### src/rtl/trig_prbs_pkg.sv
// PRBS31 checker shared constants, state encoding and word predictor.
// Optional first-error capture in the top is enabled by TRIG_PRBS_FIRST_ERR_EN.
package trig_prbs_pkg;

  localparam int PRBS_LEN = 31;
  localparam int PRBS_TAP = 3;

  localparam logic [0:0] SEARCH = 1'b0;
  localparam logic [0:0] LOCKED = 1'b1;

  // b[n+31] = b[n] ^ b[n+3]; h[0] is the oldest bit, so up to 28 bits come from h alone
  function automatic logic [27:0] predict(input logic [PRBS_LEN-1:0] h);
    logic [27:0] p;
    for (int k = 0; k < 28; k++) begin
      p[k] = h[k] ^ h[k+PRBS_TAP];
    end
    return p;
  endfunction

endpackage

### src/rtl/prbs31_word_step.sv
// Combinational PRBS31 word step: predicted next bits and next 31-bit state.
// follow=1 shifts in the observed word instead of the prediction.
module prbs31_word_step
  import trig_prbs_pkg::*;
#(
  parameter int WORDWIDTH = 16
) (
  input  logic [PRBS_LEN-1:0]  state,
  input  logic                 follow,
  input  logic [WORDWIDTH-1:0] word,
  output logic [WORDWIDTH-1:0] bits,
  output logic [PRBS_LEN-1:0]  next_state
);

  logic [WORDWIDTH-1:0] shift_in;

  assign bits       = WORDWIDTH'(predict(state));
  assign shift_in   = follow ? word : bits;
  assign next_state = {shift_in, state[PRBS_LEN-1:WORDWIDTH]};

endmodule

### config.mk
export PLATFORM = sky130hd
export DESIGN_NAME = prbs31_word_step
export DESIGN_NICKNAME = d
export VERILOG_FILES = /design/src/rtl/trig_prbs_pkg.sv /design/src/rtl/prbs31_word_step.sv
export SDC_FILE = /design/constraint.sdc
export NUM_CORES = 1
export LEC_CHECK = 0
export BUFFER_PORTS_ARGS = -buffer_cell sky130_fd_sc_hd__buf_2
export CAP_MARGIN = 25
export CORE_MARGIN = 5
export CORE_UTILIZATION = 29
export DETAILED_ROUTE_END_ITERATION = 8
export PLACE_DENSITY_LB_ADDON = 0.2
export SLEW_MARGIN = 20
export SYNTH_ARGS = -nofsm -noshare
export SYNTH_HDL_FRONTEND = slang
export SYNTH_SLANG_ARGS = --single-unit
### constraint.sdc
create_clock -name vclk -period 2.35
set_input_delay 0.705 -clock vclk [all_inputs]
set_output_delay 0.705 -clock vclk [all_outputs]
set_load 0.05 [all_outputs]
==> results.txt <==
The number of routed nets with antenna violations came out at 0. The number of resized instances in the post-cts repair step is 0. The net count after synthesis came out at between 90 and 100. The final instance count without filler cells is approximately 120.

The cell repeated most along the worst path is buf_2. The floorplan die area is ~2700 µm². The endpoint kind of the worst setup timing path is a primary output. The post-detailed-route DRC marker count is 0. Dividing the detail-routed via count by the number of cells gives roughly 4.2. The number of I/O port buffers came out at 71. The effective utilization at floorplan is 29.70%. For this block, the initial DRC count from the detailed router was 1. The number of vias in the routed layout came out at around 520.

The arrival time of the worst setup path came out at between 1500 and 2000 ps. The largest single stage delay on the critical path is 330 ps. The design draws 0.0004204 W. The maximum number of pins on one net before global-route repair is 9. The final period utilization is a little over nine tenths.

On the critical path, the stage with the largest delay is an instance of mux2_2. The die width came out at 51.60 µm. Together, buffers and inverters on the worst path number 3.

The run finished with clean final reports. The fraction of the yosys area taken by sequential cells is 0%. The number of maximum-capacitance constraint violations came out at 0.

The via count of the first global-routing pass is ~520. The worst vdd rail ir drop came out at between 0.0002 and 0.00025 V. STA classifies the critical path startpoint as an input pin.

The count of inserted antenna diode cells came out at 0. The layout net count came out at 155. The number of cells after detailed placement is 122. The relative max-transition margin is a little over 80%. In the final routed layout, each cell accounts on average for approximately 13 µm. The area growth from synthesis to layout came out at 89.53%.

There are 0 flip-flops and latches. At the worst endpoint, the required time is 1640 ps. The family with the most delay on the worst path is buffers and inverters. The pin slew with the least headroom to its limit is 258.7 ps. The fmax is ~0.45 GHz. The wire length reported by the detailed router is 1585 µm. In this run the count of I/O pins placed on the die edge is 95. Routability-driven placement finished with a final weighted congestion of a little under 0.8. The final critical-path required period came out at 2223 ps. The fraction of layout cells with a size suffix above 1 came out at 100.0%.

The critical path startpoint is follow. The number of hold buffers added after CTS was 0. The number of hold violations in the final report came out at 0.

Power spread over the standard cell area amounts to around 440 nW/µm². The post-placement cell area is ~950 µm². Registers take 0 µm². The number of antenna violations at the first check in global routing is 0. The area of the core region came out at ~1700 µm².

The global route total overflow is 0. The number of endpoints failing setup at the final stage came out at 0. The mean cell area of the mapped netlist came out at between 10 and 15 µm². Yosys printed 0 warnings.

The global routing usage summed across all routing layers came out at around 11%. The max-slew violation count is 0. The critical path in this run is classified as in -> out. After floorplanning, the core was divided into 15 placement rows.

The height of the die is roughly 52 µm. The combined area of all synthesized cells is between 500 and 600 µm². The worst hold path begins at state[19]. For this design the static power due to leakage is approximately 0.50 nW. In this run, distinct cell masters in the synthesized netlist total 6. Once the clock tree was built, the setup fixing pass inserted 0 buffers. The total non-filler cell area in the finished layout is between 900 and 1000 µm².

The biggest fanout along the worst timing path came out at 8. The min-delay analysis places its worst path in the category in -> out. The number of detailed-routing iterations run before antenna repair is 2. The wire length of the first global-routing pass is about 2300 µm. Walking the worst path, the cells encountered are buf_2, buf_12, mux2_2, buf_2. The gate count after technology mapping came out at slightly below 50. The number of clock buffers in the layout came out at 0. Setup repair after global routing left no endpoint under its margin.
## stage by stage
stage	TNS, ps	util (%)	hold WS (ps)	worst slack (ps)
after global placement	0	56.30	1411	128.1
after global routing	0	56.30	1410	98.18
final	0	56.30	1410	127.0
after detailed placement	0	56.30	1411	121.5
after floorplan	-25.47	-	1528	-25.47
after CTS	0	56.30	1411	121.3
## synthesized netlist by cell type (all sizes together)
cell type,number,area share [%]
buf,17,29
xor2,16,28
mux2,16,43
## area by class of cell
cell class | instances | area, µm²
multi-input combinational | 32 | 534.3
tap | 17 | 21.27
fill | 159 | 738.2
timing repair buffer | 73 | 395.4
## final timing paths
| kind | end | slack [ps] | cells after the start |
|---|---|---|---|
| worst min-delay path | next_state[3] | 1410 | 0 |
| worst max-delay path | next_state[30] | 130 | 4 |
## report_power, final
group	internal (W)	switching, W
Combinational	0.000127	0.000294
Clock	0	0
Sequential	0	0
## cell families (layout without fill, tap and decap cells)
logic type / Yosys count / in the layout / share of synthesized area (%)
xor+xnor: 16 / 16 / 27.93
buf+inv: 17 / 73 / 28.68
mux: 16 / 16 / 43.39
## routing by layer
| metal | track usage (%) | routed length, µm | vias to the layer above |
|---|---|---|---|
| met2 | 23.52 | 941 | 34 |
| met5 | 0 | 0 | - |
| met3 | 1.719 | 180 | 2 |
| met4 | 0.8734 | 4 | 0 |
| met1 | 10.88 | 459 | 233 |
| li1 | - | - | 246 |
## cells in the final DEF (no fill, tap or decap)
cell type and n:
xor2_4 5, mux2_2 6, buf_2 71, buf_12 2, xor2_2 11, mux2_4 10
Power figures use the tool's default switching activity.
